$ cat src/rtl/imem_loader_pkg.sv
// Shared types and constants for the instruction-memory boot loader.
package imem_loader_pkg;

  localparam int LEN_W      = 16;
  localparam int WORD_BYTES = 4;
  localparam int BIDX_W     = $clog2(WORD_BYTES);

  typedef enum logic [2:0] {
    IDLE   = 3'd0,
    LEN_LO = 3'd1,
    LEN_HI = 3'd2,
    DATA   = 3'd3,
    CSUM   = 3'd4,
    DONE   = 3'd5,
    ERR    = 3'd6
  } state_t;

  // States in which the loader consumes bytes from the stream.
  function automatic logic takes_bytes(input state_t s);
    return (s == LEN_LO) || (s == LEN_HI) || (s == DATA) || (s == CSUM);
  endfunction

endpackage

$ cat src/rtl/imem_loader_word_packer.sv
// Assembles four bytes little-endian into a 32-bit word and pulses
// word_valid_o for one cycle after the fourth byte.
module word_packer
  import imem_loader_pkg::*;
(
  input  logic              clk,
  input  logic              reset,
  input  logic              clear_i,
  input  logic              byte_en_i,
  input  logic [7:0]        byte_i,
  output logic [BIDX_W-1:0] byte_idx_o,
  output logic [31:0]       word_o,
  output logic              word_valid_o
);

  logic [BIDX_W-1:0] cnt_q, cnt_d;
  logic [23:0]       lo_q, lo_d;
  logic [31:0]       word_q, word_d;
  logic              valid_q, valid_d;

  // Lower three bytes wait in lo_q; the fourth byte completes the word.
  always_comb begin
    cnt_d   = cnt_q;
    lo_d    = lo_q;
    word_d  = word_q;
    valid_d = 1'b0;
    if (clear_i) begin
      cnt_d = '0;
      lo_d  = '0;
    end else if (byte_en_i) begin
      case (cnt_q)
        2'd0: lo_d[7:0]   = byte_i;
        2'd1: lo_d[15:8]  = byte_i;
        2'd2: lo_d[23:16] = byte_i;
        default: begin
          word_d  = {byte_i, lo_q};
          valid_d = 1'b1;
        end
      endcase
      cnt_d = cnt_q + 1'b1;
    end
  end

  always_ff @(posedge clk) begin
    if (reset) begin
      cnt_q   <= '0;
      lo_q    <= '0;
      word_q  <= '0;
      valid_q <= 1'b0;
    end else begin
      cnt_q   <= cnt_d;
      lo_q    <= lo_d;
      word_q  <= word_d;
      valid_q <= valid_d;
    end
  end

  assign byte_idx_o   = cnt_q;
  assign word_o       = word_q;
  assign word_valid_o = valid_q;

endmodule

$ cat src/rtl/imem_loader.sv
// Boot-time loader: receives a length-prefixed, XOR-checksummed byte stream,
// writes it word by word into instruction memory and releases the core on success.
module imem_loader
  import imem_loader_pkg::*;
#(
  parameter int ADDR_W    = 8,
  parameter int MAX_WORDS = (2 ** ADDR_W) / 4
) (
  input  logic              clk,
  input  logic              reset,
  input  logic              start,
  input  logic [7:0]        byte_in,
  input  logic              byte_valid,
  output logic              byte_ready,
  output logic              mem_we,
  output logic [ADDR_W-1:0] mem_addr,
  output logic [31:0]       mem_wdata,
  output logic              core_reset,
  output logic              busy,
  output logic              done,
  output logic              error,
  output logic [ADDR_W-2:0] words_loaded
);

  state_t            state_q, state_d;
  logic [LEN_W-1:0]  len_q, len_d;
  logic [7:0]        csum_q, csum_d;
  logic [ADDR_W-2:0] words_q, words_d;

  logic              accept;
  logic              pk_clear;
  logic              pk_en;
  logic [BIDX_W-1:0] pk_idx;
  logic [31:0]       pk_word;
  logic              pk_valid;
  logic [LEN_W-1:0]  len_full;
  logic              last_word;
  logic              last_byte;

  assign accept    = byte_valid && byte_ready;
  assign pk_en     = accept && (state_q == DATA);
  assign len_full  = {byte_in, len_q[7:0]};
  assign last_byte = (pk_idx == BIDX_W'(WORD_BYTES - 1));
  // words_q already counts every earlier word: their write strobes land
  // well before the next word's fourth byte arrives.
  assign last_word = ((LEN_W'(words_q) + LEN_W'(1)) == len_q);

  word_packer u_packer (
    .clk          (clk),
    .reset        (reset),
    .clear_i      (pk_clear),
    .byte_en_i    (pk_en),
    .byte_i       (byte_in),
    .byte_idx_o   (pk_idx),
    .word_o       (pk_word),
    .word_valid_o (pk_valid)
  );

  always_comb begin
    state_d  = state_q;
    len_d    = len_q;
    csum_d   = csum_q;
    words_d  = words_q;
    pk_clear = 1'b0;

    if (pk_valid && (words_q != (ADDR_W - 1)'(MAX_WORDS))) begin
      words_d = words_q + 1'b1;
    end

    case (state_q)
      IDLE, DONE, ERR: begin
        if (start) begin
          state_d  = LEN_LO;
          len_d    = '0;
          csum_d   = '0;
          words_d  = '0;
          pk_clear = 1'b1;
        end
      end
      LEN_LO: begin
        if (accept) begin
          len_d[7:0] = byte_in;
          state_d    = LEN_HI;
        end
      end
      LEN_HI: begin
        if (accept) begin
          len_d = len_full;
          if (len_full > LEN_W'(MAX_WORDS)) begin
            state_d = ERR;
          end else if (len_full == '0) begin
            state_d = CSUM;
          end else begin
            state_d = DATA;
          end
        end
      end
      DATA: begin
        if (accept) begin
          csum_d = csum_q ^ byte_in;
          if (last_byte && last_word) begin
            state_d = CSUM;
          end
        end
      end
      CSUM: begin
        if (accept) begin
          state_d = (byte_in == csum_q) ? DONE : ERR;
        end
      end
      default: state_d = IDLE;
    endcase
  end

  always_ff @(posedge clk) begin
    if (reset) begin
      state_q <= IDLE;
      len_q   <= '0;
      csum_q  <= '0;
      words_q <= '0;
    end else begin
      state_q <= state_d;
      len_q   <= len_d;
      csum_q  <= csum_d;
      words_q <= words_d;
    end
  end

  assign byte_ready   = takes_bytes(state_q);
  assign busy         = byte_ready;
  assign done         = (state_q == DONE);
  assign error        = (state_q == ERR);
  assign core_reset   = (state_q != DONE);
  assign mem_we       = pk_valid;
  assign mem_addr     = {words_q[ADDR_W-3:0], 2'b00};
  assign mem_wdata    = pk_word;
  assign words_loaded = words_q;

endmodule

$ cat config.mk
export PLATFORM = sky130hd
export DESIGN_NAME = imem_loader
export DESIGN_NICKNAME = d
export VERILOG_FILES = /design/src/rtl/imem_loader_pkg.sv /design/src/rtl/imem_loader_word_packer.sv /design/src/rtl/imem_loader.sv
export SDC_FILE = /design/constraint.sdc
export NUM_CORES = 1
export LEC_CHECK = 0
export BUFFER_PORTS_ARGS = -buffer_cell sky130_fd_sc_hd__buf_2
export CAP_MARGIN = 20
export CORE_UTILIZATION = 45
export DETAILED_ROUTE_END_ITERATION = 8
export GPL_ROUTABILITY_DRIVEN = 0
export PLACE_DENSITY_LB_ADDON = 0.15
export SLEW_MARGIN = 0
export SYNTH_ARGS = -nofsm -noshare
export SYNTH_HDL_FRONTEND = slang
export SYNTH_HIERARCHICAL = 1
export SYNTH_SLANG_ARGS = --single-unit
$ cat constraint.sdc
create_clock -name clk -period 2.3 [get_ports clk]
set_clock_uncertainty 0.05 [all_clocks]
set_input_delay 0.23 -clock clk [delete_from_list [all_inputs] [get_ports clk]]
set_output_delay 0.23 -clock clk [all_outputs]
set_load 0.02 [all_outputs]
==> metrics.md, run 1 <==
| Metric | Value |
|---|---|
| Postcts setup bufs | 0 |
| Worst hold path startpoint | reset |
| Min Tclk post-route | 2.06 ns |
| Total core area | 10300 um2 |
| N_diodes | 0 |
| Total global-route track usage | 19.8% |
| PostCTS Resize Cnt | 0 |
| CP peak stage delay | 0.60 ns |
| Hold Crit Depth | 2 |
| Ports | 65 |
| Initial antenna violation count | 0 |
| CTS buffer count | 9 |
| Hold Fails Final Rpt | 0 |
| Via/cell ratio | 5.30 |
| Comb power frac | 25.5% |
| Part of the cycle the worst path needs | 89.4% |
| Die H | 105 um |
| Final WL | 10500 um |
| Largest net degree at the start of global routing | 60 |
| DR WL/cell | 14.8 um |
| Syn Area/Cell | 8.89 um2 |
| Asr flop ratio synth | 0% |
| CTS clk-pin slew, worst paths | 0.09 ns |
| Crit Path Category | flip-flop to flip-flop |
| Slew margin rel. | 61.1% |
| Count of state elements after synthesis | 93 |
| Largest area contributor in the netlist | dfxtp_1 |
| VDD IR max | 0.000442 V |
| R2R depth | 6 |
| Post-route ant nets | 0 |
| Reg2Reg Setup Slack | 0.24 ns |
| Yosys warns | 6 |
| Mapped cell area | 4730 um2 |
| First-pass GRT wire length | 17400 um |
| Root Buffer | clkbuf_8 |
| Unrepaired setup endpoints after global routing | no |
| Switching part of the total | 33.2% |
| Worst Tran Pin Value | 0.583 ns |
| Fmax | 486 MHz |
| Pre-antenna DRT Iters | 4 |
| CP cell instances | nor2b_2, and2_1, o21a_1, and3b_2, buf_12, mux2i_1 |
| FP Rows | 37 |
| Final setup violation count | 0 |
| Commonest register cell after synthesis | dfxtp_1 |
| P&R area growth vs syn | 9.97% |
| Final Max Tran Viols | 0 |
| CP Data Arrival Time | 2.28 ns |
| Internal power | 2.51 mW |
| Reg-to-reg critical path endpoint | u_packer/word_o[26] |
| Post-Synthesis Cells | 532 |
| Reg-to-reg startpoint | state_q[0] |
| Switching pwr | 1.25 mW |
| CTS Sinks | 93 |
| Die Width | 105 um |
| IO buf count | 62 |
| TritonCTS clock tree | done |
| Clk pwr share | 27.9% |
| WHS Endpoint | len_q[2] |
| Initial DRC Count | 178 |
| Pwr dens | 722 nW/um2 |
| Main area contributors after synthesis | dfxtp_1 (39%), nand2b_1 (8.7%), mux2i_1 (7.4%), a21oi_1 (5.8%), a21bo_2 (5.1%) |
| Outcome | finished, final reports clean |
| Final net count | 586 |
| DRC | 0 |
| Die area | 10900 um2 |
| Startpoint class of the critical path | flip-flop |
| Post-DP HPWL | 6730 um |
| Post-synth cell types | 51 |
| Clock H-tree levels | 3 |
| Lkg Pwr | 1.89 nW |
| Tightest Hold Check Type | input port to flip-flop |
| Clock Latency Late Sink | 0.36 ns |
| Yosys top cell area share | 39.4% |
| Clock buffer depth | 2 |
| Vias post-DR | 3755 |
| Seq/Total Area, Yosys | 39.4% |
| Share of layout cells above drive strength 1 | 21.9% |
| Setup_tns | 0 ns |
| Initial core utilization | 46.0% |
| CP Data Required Time | 2.53 ns |
| Cell family with most CP delay | flip-flops |
| EDFF count, synth | 0 |
| Worst path slowest cell | dfxtp_1 |
| Hold-fix buffers, CTS | 0 |
| Part of the power in registers | 46.6% |
| Most common cell after layout, fill and taps aside | dfxtp_1 |
| GR Overflow Total | 0 |
| Most frequent cells in the layout | dfxtp_1 (93), nand2b_1 (66), buf_2 (62), a21oi_1 (55), nand3_1 (36) |
| Critical Path End Type | flip-flop |
| CP Max Fanout | 32 |
| WP buf/inv | 1 |
| Final Core Density | 50.6% |
| Vias in the first global route | 3521 |
| Maximum capacitance violations | 0 |
| Worst path depth | 6 |
metrics by stage:
step                      area [um2]  power [mW]  cells  hold WS, ns  setup slack, ns
after floorplan                 4730        2.51    533        0.327            0.288
after global routing            5200        3.97    708        0.201           0.0790
final                           5200        3.75    708        0.192            0.243
after detailed placement        5020        2.74    693        0.399            0.238
after global placement          5020        2.74    693        0.387            0.241
after CTS                       5200        3.79    708        0.176            0.226
worst max path at each step:
stage / start / to / slack (ns)
after floorplan: words_loaded[0] / state_q[0] / 0.29
after global placement: words_loaded[0] / state_q[2] / 0.24
after detailed placement: words_loaded[0] / state_q[2] / 0.24
after CTS: words_loaded[0] / state_q[2] / 0.23
after global routing: words_loaded[0] / state_q[2] / 0.08
final: state_q[0] / u_packer/word_o[26] / 0.24
state kept, by name (all words and copies together), names as in the netlist:
| name | count |
|---|---|
| u_packer/word_o | 32 |
| len_q | 16 |
| u_packer/word_valid_o | 1 |
| u_packer/byte_idx_o | 2 |
| words_loaded | 7 |
| u_packer/lo_q | 24 |
| csum_q | 8 |
| state_q | 3 |
Yosys cell counts (2+ instances only):
| cell | n |
|---|---|
| buf_2 | 10 |
| o31ai_1 | 2 |
| buf_4 | 9 |
| inv_1 | 9 |
| ha_1 | 6 |
| nand2_1 | 26 |
| nand4_1 | 12 |
| nor3_1 | 8 |
| nand2b_1 | 66 |
| clkbuf_8 | 2 |
| or2_2 | 2 |
| mux2i_1 | 35 |
| nand3_1 | 36 |
| nor4_1 | 4 |
| o21ai_0 | 12 |
| a21oi_1 | 55 |
| xnor2_1 | 18 |
| nand3b_1 | 9 |
| a21o_1 | 2 |
| nor4_2 | 3 |
| a21bo_2 | 24 |
| xor2_1 | 7 |
| nor2_1 | 27 |
| nor3b_1 | 2 |
| nor4b_1 | 2 |
| nor2b_1 | 2 |
| clkbuf_1 | 20 |
| dfxtp_1 | 93 |
| buf_6 | 7 |
cell type report:
class	count	area, um2
Clock inverter	5	52.6
Fill cell	997	5070
Clock buffer	10	128
Timing Repair Buffer	72	410
Sequential cell	93	1860
Tap cell	136	170
Inverter	9	33.8
Multi-Input combinational cell	383	2550
per-layer routing:
metal / global-route usage [%] / vias to the layer above / routed length, um
met5: 0 / - / 0
met4: 8.47 / 0 / 171
met3: 2.81 / 14 / 395
met2: 31.6 / 74 / 4770
met1: 26.6 / 1785 / 5140
li1: - / 1882 / -
power groups by stage:
stage / sequential [mW] / combinational [mW] / clock [mW]
floorplan: 1.74 / 0.774 / 0
global placement: 1.78 / 0.954 / 0
detailed placement: 1.79 / 0.956 / 0
CTS: 1.75 / 0.957 / 1.08
global route: 1.76 / 1.06 / 1.14
finish: 1.75 / 0.959 / 1.05
worst reg2reg max path, stage by stage, from the launching register on:
cell     delay [ns]
dfxtp_1        0.60
nor2b_2        0.13
and2_1         0.19
o21a_1         0.25
and3b_2        0.28
buf_12         0.25
mux2i_1        0.23
logic make-up (layout without fill, tap and decap cells):
family	after synthesis	count (layout)	synth area share, %
AND/OR/NAND/NOR	211	211	25.4
adder cells (fa/ha/maj)	6	6	1.59
buffers and inverters	57	96	7.04
other	1	2	0.0793
flip-flops	93	93	39.4
XOR/XNOR	25	25	4.63
multiplexers	35	35	7.41
AO/OA/AOI/OAI	104	104	14.5
No activity file was read; power rests on OpenSTA's default activity.
==> run 2: changes to the inputs <==
--- a/config.mk
+++ b/config.mk
@@ -16,3 +16,4 @@
 export SYNTH_HDL_FRONTEND = slang
 export SYNTH_HIERARCHICAL = 1
 export SYNTH_SLANG_ARGS = --single-unit
+export TNS_END_PERCENT = 50
==> constraint.sdc (replaced) <==
create_clock -name clk -period 2.3 [get_ports clk]
set_clock_uncertainty 0.05 [all_clocks]
set_input_delay 0.23 -clock clk [delete_from_list [all_inputs] [get_ports clk]]
set_output_delay 0.23 -clock clk [all_outputs]
set_load 0.1 [all_outputs]
==> run 2 against run 1 <==
  * Sequential cell count is the same
  * Power grew 8.0%
  * Final cell count grew 0.28%
  * Final area grew 0.91%
  * First-iteration DRC count grew 17%
  * Wire length shrank 1.8%
  * Non-clock buffer count grew 1
  * Worst hold slack gained 0.017 ns
  * Clock power grew 5%
  * Critical path type unchanged
  * Global-route usage grew 0.44 points
  * Clock-buffer cell count grew 2
  * Register-to-register slack lost 0.07 ns
==> metrics.md, run 2 (synthesis results as in run 1) <==
| Metric | Value |
|---|---|
| Outcome | finished, final reports clean (unchanged) |
| Most common cell after layout, fill and taps aside | dfxtp_1 (unchanged) |
| Clock H-tree levels | 3 (unchanged) |
| WHS Endpoint | u_packer/lo_q[16] (was len_q[2]) |
| Final net count | 587 (was 586) |
| Clock Latency Late Sink | 0.36 ns (about the same) |
| CP Data Required Time | 2.52 ns (was 2.53 ns) |
| FILL cells | 1025 (was 997) |
| Clock buffer depth | 2 (unchanged) |
| Largest net degree at the start of global routing | 60 (unchanged) |
| CTS buffer count | 9 (unchanged) |
| CTS clk-pin slew, worst paths | 0.09 ns (about the same) |
| Worst Tran Pin Value | 0.580 ns (was 0.583 ns) |
| Post-route ant nets | 0 (unchanged) |
| Ports | 65 (unchanged) |
| Hold-fix buffers, CTS | 0 (unchanged) |
| TritonCTS clock tree | done (unchanged) |
| Total core area | 10300 um2 (unchanged) |
| Root Buffer | clkbuf_8 (unchanged) |
| Reg2Reg Setup Slack | 0.17 ns (was 0.24 ns) |
| Lkg Pwr | 1.90 nW (was 1.89 nW) |
| Tightest Hold Check Type | input port to flip-flop (unchanged) |
| Hold Fails Final Rpt | 0 (unchanged) |
| Area of the multi-input gates | 2560 um2 (was 2550 um2) |
| Maximum capacitance violations | 0 (unchanged) |
| Reg-to-reg critical path endpoint | state_q[1] (was u_packer/word_o[26]) |
| Crit Path Category | flip-flop to flip-flop (unchanged) |
| N_diodes | 0 (unchanged) |
| Total global-route track usage | 20.2% (was 19.8%) |
| Final hold slack | 0.209 ns (was 0.192 ns) |
| P&R area growth vs syn | 11.0% (was 9.97%) |
| PostCTS Resize Cnt | 0 (unchanged) |
| Critical Path End Type | flip-flop (unchanged) |
| Initial antenna violation count | 0 (unchanged) |
| Number of flip-flops in the largest register | 32 (unchanged) |
| Initial DRC Count | 209 (was 178) |
| Hold Crit Depth | 3 (was 2) |
| Final setup violation count | 0 (unchanged) |
| DR WL/cell | 14.5 um (was 14.8 um) |
| Final WL | 10300 um (was 10500 um) |
| Vias post-DR | 3704 (was 3755) |
| Pre-antenna DRT Iters | 4 (unchanged) |
| Startpoint class of the critical path | flip-flop (unchanged) |
| Final Max Tran Viols | 0 (unchanged) |
| Die area | 10900 um2 (unchanged) |
| Postcts setup bufs | 0 (unchanged) |
| FP Rows | 37 (unchanged) |
| Part of the cycle the worst path needs | 92.5% (was 89.4%) |
| CP peak stage delay | 0.48 ns (was 0.60 ns) |
| First-pass GRT wire length | 17500 um (was 17400 um) |
| Vias in the first global route | 3481 (was 3521) |
| Total power | 4.06 mW (was 3.75 mW) |
| Initial core utilization | 46.0% (unchanged) |
| DRC | 0 (unchanged) |
| Setup_tns | 0 ns (unchanged) |
| Slew margin rel. | 61.0% (was 61.1%) |
| Unrepaired setup endpoints after global routing | no (unchanged) |
| Min Tclk post-route | 2.13 ns (was 2.06 ns) |
| Reg-to-reg startpoint | words_loaded[0] (was state_q[0]) |
| CP Max Fanout | 6 (was 32) |
| Via/cell ratio | 5.22 (was 5.30) |
| Most frequent cells in the layout | dfxtp_1 (89), nand2b_1 (66), buf_2 (62), a21oi_1 (55) (was dfxtp_1 (93), nand2b_1 (66), buf_2 (62), a21oi_1 (55), nand3_1 (36)) |
| Die H | 105 um (unchanged) |
| CTS Sinks | 93 (unchanged) |
| Worst path slowest cell | o311ai_0 (was dfxtp_1) |
| Fmax | 470 MHz (was 486 MHz) |
| R2R depth | 7 (was 6) |
| Worst hold path startpoint | byte_in[0] (was reset) |
| IO buf count | 62 (unchanged) |
| Die Width | 105 um (unchanged) |
| Share of layout cells above drive strength 1 | 23.5% (was 21.9%) |
| Post-DP HPWL | 6690 um (was 6730 um) |
| CP Data Arrival Time | 2.35 ns (was 2.28 ns) |
| CP cell instances | ha_1, and2_2, nor2b_1, o311ai_0, a21o_1, nor3_2, a221oi_1 (was nor2b_2, and2_1, o21a_1, and3b_2, buf_12, mux2i_1) |
| VDD IR max | 0.000967 V (was 0.000442 V) |
| Pwr dens | 773 nW/um2 (was 722 nW/um2) |
| Register area | 1870 um2 (was 1860 um2) |
| GR Overflow Total | 0 (unchanged) |
## run 2: through the flow
stage	area [um2]	cells	setup slack, ns	utilization (%)
2_1_floorplan	4760	533	0.0536	-
3_3_place_gp	5050	694	0.192	49.2
3_5_place_dp	5050	694	0.164	49.2
4_1_cts	5250	710	0.138	51.0
5_1_grt	5250	710	0.0341	51.1
6_report	5250	710	0.172	51.1
## run 2: layer usage
layer | GRT usage [%] | wire length, um
met1 | 27.9 | 5030
met2 | 31.2 | 4560
met3 | 2.68 | 457
met4 | 9.49 | 236
met5 | 0 | 0
## run 2: worst max-delay path, delay by kind of cell (launching register included)
kind	cells	cell delay, ns
and+or+nand+nor	3	0.40
AOI/OAI and AO/OA	3	0.97
DFF	1	0.37
adders and majority gates	1	0.24
## run 2: power breakdown
part	switching, mW	internal (mW)	total [mW]
registers	0.0885	1.67	1.75
logic	0.844	0.362	1.21
clock network	0.565	0.530	1.10
## run 2: cell type report
cell class / count / area share, %
Clock buffer: 12 / 2.76
Clock inverter: 4 / 0.906
Inverter: 9 / 0.715
Multi-Input combinational cell: 383 / 48.9
Sequential cell: 93 / 35.6
Tap cell: 136 / 3.24
Timing Repair Buffer: 73 / 7.96
## run 2: worst max path at each step
stage / start / endpoint / slack, ns / cells after the start
3_5_place_dp: words_loaded[0] / state_q[1] / 0.16 / 7
6_report: words_loaded[0] / state_q[1] / 0.17 / 7
5_1_grt: words_loaded[0] / state_q[2] / 0.03 / 7
2_1_floorplan: state_q[1] / byte_ready / 0.05 / 4
4_1_cts: words_loaded[0] / state_q[0] / 0.14 / 7
3_3_place_gp: words_loaded[0] / state_q[0] / 0.19 / 7
